[src/rtl/uart_frame_serializer.sv]
// Game-state framer: snapshots N_FIELDS words and streams SYNC, fields and an optional
// two's-complement checksum as a valid/ready word stream toward the 16-to-8 converter.
module uart_frame_serializer #(
    parameter int                 N_FIELDS    = 8,
    parameter int                 FIELD_W     = 16,
    parameter logic [FIELD_W-1:0] SYNC_WORD   = 16'hA5A5,
    parameter bit                 CSUM_EN     = 1'b1,
    parameter int                 AUTO_PERIOD = 0
) (
    input  logic                        clk,
    input  logic                        rst,
    input  logic [N_FIELDS*FIELD_W-1:0] fields_flat,
    input  logic                        frame_req,
    input  logic                        clr_ovr,
    output logic [FIELD_W-1:0]          word_out,
    output logic                        word_valid,
    input  logic                        word_ready,
    output logic                        busy,
    output logic                        frame_done,
    output logic [15:0]                 frame_cnt,
    output logic                        overrun
);

    localparam int IDX_W = (N_FIELDS > 1) ? $clog2(N_FIELDS) : 1;
    localparam int TMR_W = (AUTO_PERIOD > 1) ? $clog2(AUTO_PERIOD) : 1;
    localparam logic [IDX_W-1:0] LAST_IDX = IDX_W'(N_FIELDS - 1);

    typedef enum logic [2:0] {
        ST_IDLE,
        ST_SYNC,
        ST_FIELD,
        ST_CSUM,
        ST_DONE
    } state_t;

    // Handshake: a word moves when word_valid & word_ready at a rising edge; while valid is
    // high and ready is low, word_out holds, and valid stays high until the frame's last word.
    state_t             state;
    logic [FIELD_W-1:0] snap [N_FIELDS];
    logic [IDX_W-1:0]   idx;
    logic [FIELD_W-1:0] acc;
    logic               pending;

    logic               timer_hit;
    logic               start;
    logic               transfer;
    logic               launch;
    logic               in_frame;
    logic [FIELD_W-1:0] cur_field;
    logic [FIELD_W-1:0] next_field;
    logic [FIELD_W-1:0] acc_sum;
    logic [FIELD_W-1:0] csum_word;

    generate
        if (AUTO_PERIOD > 0) begin : g_auto
            localparam logic [TMR_W-1:0] TMR_LAST = TMR_W'(AUTO_PERIOD - 1);
            logic [TMR_W-1:0] timer;

            always_ff @(posedge clk or posedge rst) begin
                if (rst) begin
                    timer <= '0;
                end else if (timer == TMR_LAST) begin
                    timer <= '0;
                end else begin
                    timer <= timer + 1'b1;
                end
            end

            assign timer_hit = (timer == TMR_LAST);
        end else begin : g_manual
            assign timer_hit = 1'b0;
        end
    endgenerate

    // The request pin is only honoured in request-driven mode.
    assign start      = timer_hit | ((AUTO_PERIOD == 0) ? frame_req : 1'b0);
    assign transfer   = word_valid & word_ready;
    assign launch     = ((state == ST_IDLE) && (start || pending)) ||
                        ((state == ST_DONE) && pending);
    assign in_frame   = (state == ST_SYNC) || (state == ST_FIELD) || (state == ST_CSUM);
    assign cur_field  = snap[idx];
    assign next_field = (idx == LAST_IDX) ? snap[0] : snap[idx + 1'b1];
    assign acc_sum    = acc + cur_field;
    assign csum_word  = '0 - acc_sum;

    always_ff @(posedge clk or posedge rst) begin
        if (rst) begin
            for (int k = 0; k < N_FIELDS; k++) begin
                snap[k] <= '0;
            end
        end else if (launch) begin
            for (int k = 0; k < N_FIELDS; k++) begin
                snap[k] <= fields_flat[k*FIELD_W +: FIELD_W];
            end
        end
    end

    always_ff @(posedge clk or posedge rst) begin
        if (rst) begin
            state      <= ST_IDLE;
            idx        <= '0;
            acc        <= '0;
            pending    <= 1'b0;
            word_out   <= '0;
            word_valid <= 1'b0;
            busy       <= 1'b0;
            frame_done <= 1'b0;
            frame_cnt  <= '0;
            overrun    <= 1'b0;
        end else begin
            frame_done <= 1'b0;
            // A lost request outranks a simultaneous clear.
            overrun    <= (start && pending && in_frame) | (overrun & ~clr_ovr);

            case (state)
                ST_IDLE: begin
                    pending <= pending & start;
                    if (launch) begin
                        state      <= ST_SYNC;
                        acc        <= '0;
                        word_out   <= SYNC_WORD;
                        word_valid <= 1'b1;
                        busy       <= 1'b1;
                    end
                end

                ST_SYNC: begin
                    if (start) pending <= 1'b1;
                    if (transfer) begin
                        state    <= ST_FIELD;
                        idx      <= '0;
                        word_out <= snap[0];
                    end
                end

                ST_FIELD: begin
                    if (start) pending <= 1'b1;
                    if (transfer) begin
                        acc <= acc_sum;
                        if (idx != LAST_IDX) begin
                            idx      <= idx + 1'b1;
                            word_out <= next_field;
                        end else if (CSUM_EN) begin
                            state    <= ST_CSUM;
                            word_out <= csum_word;
                        end else begin
                            state      <= ST_DONE;
                            word_out   <= '0;
                            word_valid <= 1'b0;
                            frame_done <= 1'b1;
                            frame_cnt  <= frame_cnt + 16'd1;
                        end
                    end
                end

                ST_CSUM: begin
                    if (start) pending <= 1'b1;
                    if (transfer) begin
                        state      <= ST_DONE;
                        word_out   <= '0;
                        word_valid <= 1'b0;
                        frame_done <= 1'b1;
                        frame_cnt  <= frame_cnt + 16'd1;
                    end
                end

                ST_DONE: begin
                    // A start arriving now becomes the pending request for after this launch.
                    pending <= start;
                    if (pending) begin
                        state      <= ST_SYNC;
                        acc        <= '0;
                        word_out   <= SYNC_WORD;
                        word_valid <= 1'b1;
                    end else begin
                        state <= ST_IDLE;
                        busy  <= 1'b0;
                    end
                end

                default: begin
                    state      <= ST_IDLE;
                    word_out   <= '0;
                    word_valid <= 1'b0;
                    busy       <= 1'b0;
                end
            endcase
        end
    end

endmodule
[config.mk]
export PLATFORM = sky130hd
export DESIGN_NAME = uart_frame_serializer
export DESIGN_NICKNAME = d
export VERILOG_FILES = /design/src/rtl/uart_frame_serializer.sv
export SDC_FILE = /design/constraint.sdc
export NUM_CORES = 1
export LEC_CHECK = 0
export ABC_AREA = 1
export ABC_CLOCK_PERIOD_IN_PS = 8650
export BUFFER_PORTS_ARGS = -buffer_cell sky130_fd_sc_hd__buf_2
export CAP_MARGIN = 20
export CORE_MARGIN = 3
export CORE_UTILIZATION = 62
export CTS_CLUSTER_DIAMETER = 60
export CTS_CLUSTER_SIZE = 10
export DETAILED_ROUTE_END_ITERATION = 7
export PLACE_DENSITY = 0.83
export SLEW_MARGIN = 20
export SYNTH_ARGS = -nofsm -noshare
export SYNTH_HDL_FRONTEND = slang
export SYNTH_SLANG_ARGS = --single-unit
export TNS_END_PERCENT = 1
[constraint.sdc]
create_clock -name clk -period 8.65 [get_ports clk]
set_input_delay 0.4325 -clock clk [delete_from_list [all_inputs] [get_ports clk]]
set_output_delay 0.4325 -clock clk [all_outputs]
set_load 0.02 [all_outputs]
**After elaboration in Yosys (flattened, before gate mapping)**

Index checks and enable logic that the tools add are counted.

- Output and inout bits: 36
- Word-level logic and storage cells: 109
- Bits of input ports: 133
- Register bits after elaboration: 187

- Reduce and logical (&&, ||, !) cells: 22
- Multiplexer cells: 39
- Add/sub/neg operators: 4
- $lt $le $gt $ge: 2
- Eq/ne operators: 15
- Bitwise gates (word level): 9

Operator list:

| cell | count |
|---|---|
| $mux 16 | 14 |
| $bmux 16 s3 | 2 |
| $pmux 16 s5 | 1 |
| $pmux 16 s3 | 1 |
| $mux 3 | 8 |
| $add 16x1->16 const B | 1 |
| $add 16x16->16 | 1 |
| $sub 1x16->16 const A | 1 |
| $pmux 3 s5 | 1 |
| $ne 2x2->1 const B | 7 |
| $reduce_and 4->1 | 3 |
| $reduce_and 5->1 | 2 |
| $ge 4x4->1 const B | 2 |
| $mux 1 | 8 |
| $not 3->4 | 2 |
| $eq 3x2->1 const B | 2 |
| $eq 3x3->1 const B | 2 |
| $pmux 1 s3 | 2 |
| $pmux 3 s2 | 1 |
| $reduce_bool 3->1 | 2 |
| $logic_and 1x1->1 | 4 |
| $logic_or 1x1->1 | 4 |
| $ne 2x1->1 const B | 2 |
| $pmux 1 s4 | 1 |
| other kinds (12) | 17 |

**Depth between registers and ports, before layout**

Gate-level depths: netlist of the first run.

- Depth after elaboration: 9
- Depth in mapped cells: 28
- Mapped depth without buffers: 25

**Worst setup path before layout of the first run**

OpenSTA, ideal clock, no wires.

- Path type: register -> register
- From: register idx[0]
- To: register word_out[8]
- Clock period less this slack: 3.542 ns
- Cell stages (with the launch flop): 24
- Path buffers: 3
- Data arrival time: 3.419 ns
- Setup time: 0.123 ns
- Required time: 8.527 ns
- Path slack: 5.108 ns
- Cell sequence: dfrtp_1 -> inv_1 -> buf_2 -> clkbuf_1 -> clkbuf_1 -> nor2_1 -> o21ai_0 -> a21oi_1 -> a31oi_1 -> ha_1 -> fa_1 -> inv_1 -> ha_1 -> nand2_1 -> clkinv_1 -> nand3_1 -> nor2_2 -> inv_2 -> nor2_4 -> nand3_4 -> a21oi_1 -> nor3_1 -> o21ai_0 -> nand2_1

- Cells in the longest elaborated chain, start to end: 9
- Elaborated cells between the ends (all ways): 17
- Classes of those cells: 3 x add/sub; 2 x eq/ne; 10 x mux; 2 x bitwise

RTL lines:

| item | line | text |
|---|---|---|
| from (decl) | 40 | `logic [IDX_W-1:0] idx;` |
| from (signal assigned) | 141 | `idx <= idx + 1'b1;` |
| $not 3->4 (not written as such) / $add 3x1->3 (equally long branches) | 81, 82 |  |
| $bmux 16 s3 / $not 3->4 (equally long branches) | 81, 82 |  |
| $mux 16 (not written as such) / $bmux 16 s3 (equally long branches) | 81, 82 |  |
| $mux 16 (on tied branches) | 81, 82 |  |
| $add 16x16->16 / $mux 16 (equally long branches) | 83, 82 |  |
| $sub 1x16->16 / $mux 16 (equally long branches) | 84, 82 |  |
| $mux 16 (*) | 140 | `if (idx != LAST_IDX) begin` |
| $mux 16 (*) | 138 | `if (transfer) begin` |
| $pmux 16 s5 (*) | 115 | `case (state)` |
| to (signal assigned) | 132 | `word_out <= snap[0];` |
| to (signal assigned) | 142 | `word_out <= next_field;` |
| to (signal assigned) | 145 | `word_out <= csum_word;` |
| to (decl) | 15 | `output logic [FIELD_W-1:0] word_out,` |

Every way passes the cells marked *; elsewhere a longest branch is shown, timed or not. The select of a mux whose other input is x is not followed.
A chain may end at the register's enable or synchronous reset.

**Worst setup path in the final report of the first run**

- From: register idx[0]
- To: register word_out[10]

Same word-level chain as after synthesis.

==> impl_metrics.py, run 1 <==
metrics = {
    "outcome": {
        "outcome": "complete, but fails checks",
        "violations": "negative hold slack",
    },
    "power": {
        "power_frac_comb_pct": 57.6,
        "power_leakage_nw": 6.56,
        "switchingPower_mw": 2.98,
        "p_int_mw": 2.62,
        "switching_share_pct": 53.1,
        "p_clk_share_pct": 14.3,
        "powerDensity_nw_per_um2": 442,
        "seqPwrFrac_pct": 28.0,
        "power.total_mw": 5.60,
        "peakVddDrop_mv": 0.351,
    },
    "finish": {
        "final_core_util_pct": 72.5,
        "final_design_area_no_fill_sq_um": 12700,
        "fill_cells": 1458,
        "syn2layout_area_growth_pct": 13.6,
        "finish.net_count": 1817,
        "layout-drive-gt1-share_pct": 16.8,
        "fin_cells": 1901,
        "n_antenna_cell": 0,
    },
    "timing": {
        "fin_crit_sh_pct": 55.5,
        "setup_viol": 0,
        "finalCriticalPeriod_ns": 4.80,
        "rsz0062_at_grt": "no",
        "fin_tns_setup_ns": 0,
        "finalMaxSlewViolations": 0,
        "hold_viol": 1,
        "finalWorstSetupSlack_ns": 3.85,
        "worstMarginPinSlew_ns": 1.05,
        "fin_skew_ns": 0.0109,
        "max_slew_margin_pct": 30.1,
        "whs_ns": -0.000408,
        "fmax_ghz": 0.208,
    },
    "clock_network": {
        "clk_latency_ns": 0.45,
        "clockRootBuffer": "clkbuf_16",
        "clk_pin_slew_worst_paths_ns": 0.08,
        "cts_sinks": 187,
        "cts_setup_buffers": 0,
        "cts_buffer_depth": 2,
        "cts_max_level": 4,
        "cts_tree": "done",
        "post_cts_resized": 0,
        "cts_hold_buf": 0,
        "cts_buffers": 17,
    },
    "placed_design": {
        "placed_area_sq_um": 12000,
        "dp_hpwl_um": 24300,
        "gp_congestion": 0.939,
        "place_worst_setup_slack_ns": 3.93,
        "portBuffers": 168,
        "place_inst": 1867,
    },
    "logic_synthesis": {
        "ys_seq_elements": 187,
        "synth.area.mux_share_pct": 0,
        "synth_area_sq_um": 11200,
        "synth-simple-area-share_pct": 26.7,
        "synth_top_family_by_area": "simple AND/OR/NAND/NOR gates",
        "synth_flop_cell": "dfrtp_1",
        "synth-xor-area-share_pct": 1.17,
        "synth_adder_area_share_pct": 2.31,
        "ys_async_sr_fraction_pct": 100,
        "synth_compound_area_share_pct": 18.8,
        "ys_seq_area_share_pct": 41.9,
        "synth.distinct_cells": 48,
        "synthesis.nets": 1698,
        "synth_cells": 1545,
        "yosys_warnings": 0,
        "synth_edf_count": 0,
        "synth.avg_cell_area_sq_um": 7.22,
    },
    "global_routing": {
        "grt_pass1_wl_um": 54400,
        "overflow": 0,
        "grt_usage_pct": 34.6,
        "grt_start_max_net_pins": 168,
        "antenna_found_initial": 0,
        "grt_pass1_vias": 9994,
    },
    "critical_path": {
        "crit_path_end_kind": "register",
        "cp_max_fo": 62,
        "crit_type": "register to register",
        "startpoint_type": "register",
        "r2r_cells": 22,
        "crit_arrival_ns": 5.15,
        "worst_ep_required_time_ns": 8.99,
    },
    "drt": {
        "via_per_inst": 5.78,
        "route.detailed.drc": 0,
        "drt-pass1-iter-count": 8,
        "ant_nets": 0,
        "num_vias": 11000,
        "drt-total-wl_um": 34200,
        "wire_per_inst_um": 18.0,
        "drt_iter0_markers": 1268,
    },
    "die": {
        "coreArea_sq_um": 17500,
        "die_area_sq_um": 19600,
        "initial_utilization_pct": 63.8,
        "ios": 169,
        "rows": 48,
        "dieWidth_um": 140,
        "die_h_um": 140,
    },
    "min_path": {
        "min_path_type": "primary input to async pin",
    },
    "run": {
        "maxCapViolations": 0,
    },
}
==> synthesized netlist by cell type (3+ instances only) <==
| master | instances | area share, % |
|---|---|---|
| nand2_1 | 501 | 17 |
| dfrtp_1 | 187 | 42 |
| o21ai_0 | 186 | 8.3 |
| inv_1 | 158 | 5.3 |
| a21oi_1 | 88 | 3.9 |
| nor2_1 | 88 | 3.0 |
| nand3_1 | 56 | 2.5 |
| clkbuf_1 | 44 | 1.5 |
| buf_2 | 25 | 1.1 |
| ha_1 | 19 | 2.1 |
| a31oi_1 | 18 | 1.0 |
| nand2_2 | 18 | 1.0 |
| o211ai_1 | 15 | 1.0 |
| o22ai_1 | 15 | 0.84 |
| inv_2 | 13 | 0.44 |
| nand4_1 | 10 | 0.56 |
| o22ai_2 | 10 | 1.1 |
| a221oi_1 | 9 | 0.71 |
| nor2_4 | 8 | 0.81 |
| o221ai_1 | 8 | 0.63 |
| xor2_1 | 8 | 0.63 |
| nor2_2 | 7 | 0.39 |
| buf_1 | 5 | 0.17 |
| xnor2_1 | 5 | 0.39 |
| clkinv_1 | 4 | 0.13 |
| nand3b_1 | 4 | 0.27 |
| and2_1 | 3 | 0.17 |
| nor3_1 | 3 | 0.13 |
==> worst max-delay path, cell delays in order (launching register included) <==
cell and delay [ns]:
dfrtp_4 0.65, inv_2 0.72, buf_4 0.53, nor2_1 0.07, o21ai_0 0.16, a21oi_1 0.07
a31oi_1 0.43, fa_1 0.50, inv_1 0.15, ha_1 0.18, nand2_1 0.06, clkinv_1 0.06
nand3_1 0.11, nor2_2 0.14, inv_2 0.07, nor2_4 0.14, nand3_4 0.11, nor2_4 0.11
nor2_1 0.04, o21ai_0 0.13, nand3_1 0.13, nand2_1 0.08, nand2_1 0.05
==> state kept, by name, summed over array words and instances (netlist names), 3 cells and up <==
name and cells:
word_out 16, state 3, snap 128, idx 3, acc 16, frame_cnt 16
==> routing by layer <==
layer / share of wire, % / GRT usage [%] / routed length [um] / vias up
met5: 0 / 0 / 0 / -
met4: 2.7 / 9.48 / 937 / 0
met3: 9.6 / 6.83 / 3270 / 79
met2: 45 / 53.4 / 15400 / 585
met1: 43 / 50.4 / 14600 / 5063
li1: - / - / - / 5262
==> power groups by stage <==
stage / Combinational, mW / Clock (mW) / Sequential, mW
2_1_floorplan: 2.33 / 0 / 1.50
3_3_place_gp: 3.08 / 0 / 1.56
3_5_place_dp: 3.13 / 0 / 1.57
4_1_cts: 3.16 / 0.800 / 1.56
5_1_grt: 3.60 / 0.837 / 1.61
6_report: 3.23 / 0.802 / 1.57
==> cell families after synthesis <==
kind of cell / Yosys count
buf+inv: 255
xor+xnor: 14
fa+ha+maj: 20
simple gates: 706
compound gates: 363
flops: 187
==> path summary, 6_finish.rpt <==
kind	start	slack [ns]	endpoint
worst max-delay path	idx[0]$_DFFE_PP0P_	3.85	word_out[10]$_DFFE_PP0P_
worst min-delay path	rst	-0.0004	acc[9]$_DFFE_PP0P_
worst max register to register	idx[0]$_DFFE_PP0P_	3.85	word_out[10]$_DFFE_PP0P_
worst min register to register	word_out[7]$_DFFE_PP0P_	0.48	word_out[7]$_DFFE_PP0P_
max in group asynchronous	rst	7.52	idx[0]$_DFFE_PP0P_
min in group clk	clr_ovr	0.15	overrun$_DFF_PP0_
==> cells in the final DEF (no fill, tap or decap), types with 17 or more instances in the layout <==
cell,instances
nand2_1,501
o21ai_0,186
dfrtp_1,186
buf_2,168
inv_1,156
a21oi_1,88
nor2_1,87
nand3_1,56
ha_1,19
nand2_2,18
a31oi_1,18
clkbuf_16,17
==> final cells by class <==
type | instances | area (sq um) | share of cell area [%]
multi-input combinational | 1103 | 5470 | 43.1
sequential | 187 | 4680 | 36.9
timing repair buffer | 178 | 972 | 7.67
inverter | 177 | 674 | 5.32
clock buffer | 17 | 425 | 3.36
tap | 225 | 282 | 2.22
clock inverter | 14 | 171 | 1.35
Power figures use the tool's default switching activity.
==> inputs of run 2 (changes only) <==
ABC_AREA = 0   (was 1)
ABC_CLOCK_PERIOD_IN_PS = 5000   (was 8650)
CORE_UTILIZATION = 57   (was 62)
PLACE_DENSITY = 0.77   (was 0.83)
clock period = 5 ns   (was 8.65 ns; I/O delays follow)
==> run 2 against run 1 <==
The run now ends clean. Via count fell by 31%. Global-route usage fell by 8.4 points. Highest routed layer unchanged. Clock skew rose by 0.00060 ns. Register-to-register slack got worse by 3.4 ns. Critical path depth fell by 11. Fmax rose by 6.6%. Clock power rose by 85%. Wire length fell by 25%. Power rose by 75%.
==> impl_metrics.py, run 2 <==
metrics = {
    "critical_path": {
        "path_cells": "buf_12 -> mux4_2 -> mux2_2 -> ha_1 -> nor2b_1 -> and2_1 -> a2111oi_0 -> o311ai_2 -> or3_1 -> o31a_1 -> o31ai_1",
        "critical_path_buf_inv_count": 1,
        "worst_ep_required_time_ns": 5.33,
        "cp_slowest_cell": "dfrtp_4",
        "crit_path_end_kind": "register",
        "cp_top_family": "compound AO/OA/AOI/OAI gates",
        "critPathMaxStageDelay_ns": 0.66,
        "cp_max_fo": 46,
        "startpoint_type": "register",
        "crit_arrival_ns": 4.84,
        "crit_type": "register to register",
    },
    "logic_synthesis": {
        "synth_edf_count": 0,
        "yosys_warnings": 0,
        "ys_seq_area_share_pct": 44.8,
        "synth.avg_cell_area_sq_um": 12.7,
        "synth.distinct_cells": 64,
        "synth_top_cells_by_area": "dfrtp_1 45%, mux2_2 16%, mux4_2 14%",
        "ys_seq_elements": 187,
        "yosysTopAreaCellShare_pct": 44.8,
        "synth_top_area_cell": "dfrtp_1",
        "ys_async_sr_fraction_pct": 100,
        "yosysMostFrequentCell": "dfrtp_1",
        "synthTopCellsByCount": "187 x dfrtp_1, 146 x mux2_2, 64 x mux4_2",
        "synth_flop_cell": "dfrtp_1",
        "synth_cells": 823,
        "synth_area_sq_um": 10400,
        "synthesis.nets": 976,
    },
    "drt": {
        "route.detailed.drc": 0,
        "drt-total-wl_um": 25600,
        "num_vias": 7556,
        "drt_iter0_markers": 698,
        "via_per_inst": 6.24,
        "ant_nets": 0,
        "wire_per_inst_um": 21.1,
        "drt-pass1-iter-count": 5,
    },
    "global_routing": {
        "grt_pass1_wl_um": 40900,
        "grt_start_max_net_pins": 188,
        "grt_usage_pct": 26.3,
        "grt_pass1_vias": 7477,
        "overflow": 0,
        "antenna_found_initial": 0,
    },
    "clock_network": {
        "cts_setup_buffers": 0,
        "cts_buffers": 17,
        "clk_pin_slew_worst_paths_ns": 0.08,
        "cts_tree": "done",
        "cts_sinks": 187,
        "cts_buffer_depth": 2,
        "clockRootBuffer": "clkbuf_16",
        "cts_max_level": 4,
        "clk_latency_ns": 0.44,
    },
    "die": {
        "dieWidth_um": 141,
        "ios": 169,
        "die_area_sq_um": 20000,
        "die_h_um": 141,
        "coreArea_sq_um": 17600,
        "initial_utilization_pct": 59.4,
        "rows": 48,
    },
    "finish": {
        "final_design_area_no_fill_sq_um": 12200,
        "multi_input_area_sq_um": 5530,
        "fin_cells": 1210,
        "finish.net_count": 1125,
        "most-common-layout-cells": "186 x dfrtp_1, 168 x buf_2, 146 x mux2_2, 64 x mux4_2, 46 x nand2_1",
        "top_register": "snap",
        "layout-drive-gt1-share_pct": 44.5,
        "fill_cells": 1258,
        "final_core_util_pct": 69.2,
        "syn2layout_area_growth_pct": 16.5,
        "seqCellArea_sq_um": 4680,
        "layout_commonest_cell": "dfrtp_1",
        "n_antenna_cell": 0,
        "largest_reg_flops": 128,
    },
    "placed_design": {
        "portBuffers": 168,
        "gp_congestion": 0.901,
        "place_inst": 1175,
        "placed_area_sq_um": 11500,
        "dp_hpwl_um": 18400,
    },
    "timing": {
        "setup_viol": 0,
        "fin_skew_ns": 0.0115,
        "fin_tns_setup_ns": 0,
        "hold_viol": 0,
        "fmax_ghz": 0.222,
        "finalMaxSlewViolations": 0,
        "fin_crit_sh_pct": 90.2,
        "whs_ns": 0.0324,
        "max_slew_margin_pct": 27.2,
        "rsz0062_at_grt": "no",
        "finalCriticalPeriod_ns": 4.51,
        "worstMarginPinSlew_ns": 1.09,
    },
    "run": {
        "maxCapViolations": 0,
    },
    "power": {
        "power_leakage_nw": 5.34,
        "powerDensity_nw_per_um2": 805,
        "peakVddDrop_mv": 0.540,
    },
    "outcome": {
        "outcome": "finished clean",
    },
    "min_path": {
        "min_path_type": "primary input to register",
    },
}
## run 2: stage by stage
stage               power (mW)  setup WS (ns)
floorplan                 6.94        -0.0212
global placement          8.08          0.623
detailed placement        8.21          0.539
CTS                       9.73          0.489
global route              10.4          0.164
finish                    9.80          0.491
## run 2: cells by family (layout without fill, tap and decap cells)
group / Yosys count / in the layout / share of synthesized area, %
fa+ha+maj: 20 / 20 / 2.47
flops: 187 / 187 / 44.8
simple gates: 162 / 162 / 7.44
compound gates: 132 / 132 / 9.03
mux: 226 / 226 / 31.1
xor+xnor: 34 / 34 / 2.85
buf+inv: 62 / 224 / 2.37
## run 2: worst paths after layout
| check | startpoint | end | slack [ns] | depth (start not counted) |
|---|---|---|---|---|
| min | fields_flat[116] | snap[4]$_DFFE_PP0P_ | 0.03 | 2 |
| max in group asynchronous | rst | word_out[14]$_DFFE_PP0P_ | 3.59 | 5 |
| max | idx[0]$_DFFE_PP0P_ | word_out[14]$_DFFE_PP0P_ | 0.49 | 11 |
| max reg2reg | idx[0]$_DFFE_PP0P_ | word_out[14]$_DFFE_PP0P_ | 0.49 | 11 |
| min in group asynchronous | rst | busy$_DFFE_PP0P_ | 0.42 | 4 |
| min reg2reg | word_out[2]$_DFFE_PP0P_ | word_out[2]$_DFFE_PP0P_ | 0.48 | 2 |
## run 2: where the power goes
group,total (mW),switching (mW),internal (mW),leakage [nW]
sequential,2.88,0.676,2.20,2.28
combinational,5.45,2.72,2.73,2.74
clock,1.48,0.650,0.825,0.319
## run 2: metal layers
layer | GRT usage [%] | vias up | share of wire [%] | wire length, um
li1 | - | 3409 | - | -
met1 | 41.1 | 3804 | 45 | 11500
met2 | 37.5 | 306 | 45 | 11500
met3 | 5.53 | 37 | 8.1 | 2060
met4 | 7.32 | 0 | 1.8 | 463
met5 | 0 | - | 0 | 0
## run 2: layout make-up
cell class                 instances  share of cell area (%)
sequential                       187                    38.5
multi-input combinational        574                    45.4
inverter                          11                   0.370
clock buffer                      18                    3.61
tap                              225                    2.31
timing repair buffer             181                    8.12
clock inverter                    14                    1.72
## run 2: timing repair
item,in CTS,in global routing
gates resized for setup,0,0
hold buffers,1,1
hold endpoints to repair,1,47
==> inputs of run 3 (changes only) <==
CELL_PAD_IN_SITES_DETAIL_PLACEMENT = 1   (was unset)
CELL_PAD_IN_SITES_GLOBAL_PLACEMENT = 1   (was unset)
CORE_UTILIZATION = 48   (was 57)
CTS_BUF_LIST = sky130_fd_sc_hd__clkbuf_8   (was unset)
PLACE_DENSITY = 0.8   (was 0.77)
==> run 3 against run 2 <==
Sequential cell count is the same. Global-route usage is 3.9 points higher. First-iteration DRC count rose by 1.1%. Final area up 7.0%. Wire length is 36% higher. Worst setup slack improved by 0.041 ns. Die area rose by 18%. Via count increased by 11%. Sequential share of layout area fell by 2.5 points. Fmax grew 0.92%. Critical endpoint is now word_out[15]$_DFFE_PP0P_.
==> impl_metrics.py, run 3 (synthesis gave the netlist of run 2 again) <==
metrics = {
    "drt": {
        "via_per_inst": 6.12,
        "drt-pass1-iter-count": 5,
        "wire_per_inst_um": 25.5,
        "ant_nets": 0,
        "drt_iter0_markers": 706,
        "route.detailed.drc": 0,
        "drt-total-wl_um": 34800,
        "num_vias": 8363,
    },
    "critical_path": {
        "cp_top_family": "simple AND/OR/NAND/NOR gates",
        "timing.rr.end": "word_out[15]$_DFFE_PP0P_",
        "crit_type": "register to register",
        "path_cells": "buf_4 -> mux4_2 -> mux2_2 -> ha_1 -> and3_1 -> nand2_1 -> o21ba_2 -> o41ai_4 -> mux2i_1 -> nor4b_1 -> a311oi_1 -> a211oi_1",
        "worst_ep_required_time_ns": 5.40,
        "cp_slowest_cell": "dfrtp_1",
        "r2r_cells": 12,
        "critPathMaxStageDelay_ns": 0.83,
        "worstReg2RegStart": "idx[1]$_DFFE_PP0P_",
        "critical_path_buf_inv_count": 1,
        "startpoint_type": "register",
        "rrSetupSlack_ns": 0.53,
        "crit_arrival_ns": 4.86,
        "crit_path_end_kind": "register",
        "cp_max_fo": 20,
    },
    "timing": {
        "finalCriticalPeriod_ns": 4.47,
        "fin_skew_ns": 0.0190,
        "max_slew_margin_pct": 29.0,
        "fin_crit_sh_pct": 89.4,
        "hold_viol": 0,
        "rsz0062_at_grt": "no",
        "setup_viol": 0,
        "fmax_ghz": 0.224,
        "finalWorstSetupSlack_ns": 0.532,
        "finalMaxSlewViolations": 0,
        "worstMarginPinSlew_ns": 1.07,
    },
    "global_routing": {
        "grt_start_max_net_pins": 71,
        "overflow": 0,
        "antenna_found_initial": 1,
        "grt_pass1_wl_um": 55100,
        "grt_usage_pct": 30.1,
        "grt_pass1_vias": 9174,
    },
    "die": {
        "coreArea_sq_um": 21200,
        "rows": 53,
        "die_area_sq_um": 23600,
        "die_h_um": 154,
        "initial_utilization_pct": 49.2,
        "dieWidth_um": 154,
        "ios": 169,
    },
    "clock_network": {
        "clk_latency_ns": 0.49,
        "clk_pin_slew_worst_paths_ns": 0.11,
        "cts_buffer_depth": 2,
        "cts_max_level": 4,
        "cts_tree": "done",
        "post_cts_resized": 0,
        "cts_setup_buffers": 0,
        "cts_hold_buf": 101,
        "clockRootBuffer": "clkbuf_8",
        "cts_buffers": 17,
        "cts_sinks": 187,
    },
    "finish": {
        "final_core_util_pct": 61.4,
        "largest_reg_flops": 128,
        "most-common-layout-cells": "186 x dfrtp_1, 168 x buf_2, 146 x mux2_2, 103 x dlygate4sd3_1, 64 x mux4_2",
        "layout-drive-gt1-share_pct": 40.6,
        "syn2layout_area_growth_pct": 24.7,
        "layout_commonest_cell": "dfrtp_1",
        "top_register": "snap",
        "final_design_area_no_fill_sq_um": 13000,
        "fill_cells": 2193,
        "fin_cells": 1366,
        "finish.net_count": 1231,
    },
    "outcome": {
        "outcome": "finished clean",
    },
    "min_path": {
        "hp-start": "fields_flat[54]",
        "min_path_type": "primary input to register",
        "hold_depth": 2,
        "hold_end": "snap[70]$_DFFE_PP0P_",
    },
    "power": {
        "switching_share_pct": 45.6,
        "p_int_mw": 5.39,
        "power_frac_comb_pct": 59.4,
        "peakVddDrop_mv": 0.301,
        "switchingPower_mw": 4.52,
        "power_leakage_nw": 5.65,
        "p_clk_share_pct": 10.7,
        "seqPwrFrac_pct": 29.9,
        "powerDensity_nw_per_um2": 760,
    },
    "placed_design": {
        "placed_area_sq_um": 11600,
        "gp_congestion": 0.954,
        "place_worst_setup_slack_ns": 0.612,
        "portBuffers": 168,
        "place_inst": 1231,
        "dp_hpwl_um": 22500,
    },
    "run": {
        "maxCapViolations": 0,
    },
}
==> run 3: changes by cell type in the layout (fill, tap and decap cells not counted), moves of 2 or more <==
cell           before  now
bufinv_16           3    0
clkinv_8            3    6
clkbuf_8            1   17
clkbuf_16          17    0
dlygate4sd3_1       2  103
buf_4               8   14
clkinv_2            2    0
inv_6               2    5
inv_8               3    1
==> run 3: area by class of cell <==
class	count	area [sq um]	share of cell area, %
clock inverter	14	176	1.35
inverter	11	45.0	0.346
sequential	187	4680	35.9
tap	275	344	2.64
timing repair buffer	287	2020	15.5
antenna	1	2.50	0.0192
multi-input combinational	574	5530	42.4
clock buffer	17	234	1.80
==> run 3: per-stage QoR <==
step / total power, mW / setup TNS (ns) / hold WS, ns
2_1_floorplan: 6.94 / -0.0212 / 0.349
3_3_place_gp: 8.24 / 0 / 0.364
3_5_place_dp: 8.50 / 0 / 0.368
4_1_cts: 9.65 / 0 / 0.00158
5_1_grt: 10.5 / 0 / 0.00720
6_report: 9.91 / 0 / 0.0123
==> run 3: routing by layer <==
metal	part of all wire [%]	up-vias	GRT usage, %
met3	6.9	57	5.49
li1	-	3617	-
met4	2.2	0	8.70
met1	41	4319	41.1
met2	50	370	50.0
met5	0	-	0
==> run 3: worst register-to-register path, stage by stage (launching register included) <==
cell	delay [ns]
dfrtp_1	0.83
buf_4	0.45
mux4_2	0.38
mux2_2	0.29
ha_1	0.35
and3_1	0.21
nand2_1	0.08
o21ba_2	0.19
o41ai_4	0.31
mux2i_1	0.15
nor4b_1	0.70
a311oi_1	0.19
a211oi_1	0.25
==> run 3: worst max-delay path by stage <==
stage | from | end | slack, ns | cells past startpoint
2_1_floorplan | idx[0]$_DFFE_PP0P_ | word_out[9]$_DFFE_PP0P_ | -0.02 | 15
3_3_place_gp | idx[1]$_DFFE_PP0P_ | word_out[9]$_DFFE_PP0P_ | 0.73 | 12
3_5_place_dp | idx[1]$_DFFE_PP0P_ | word_out[14]$_DFFE_PP0P_ | 0.61 | 12
4_1_cts | idx[1]$_DFFE_PP0P_ | word_out[14]$_DFFE_PP0P_ | 0.59 | 11
5_1_grt | idx[1]$_DFFE_PP0P_ | word_out[15]$_DFFE_PP0P_ | 0.21 | 12
6_report | idx[1]$_DFFE_PP0P_ | word_out[15]$_DFFE_PP0P_ | 0.53 | 12
==> run 3: power by group through the flow <==
stage,registers [mW],logic (mW),clock network (mW)
after floorplan,2.63,4.31,0
after global placement,2.83,5.42,0
after detailed placement,2.89,5.61,0
after CTS,2.87,5.73,1.06
after global routing,3.02,6.34,1.13
final,2.96,5.89,1.06
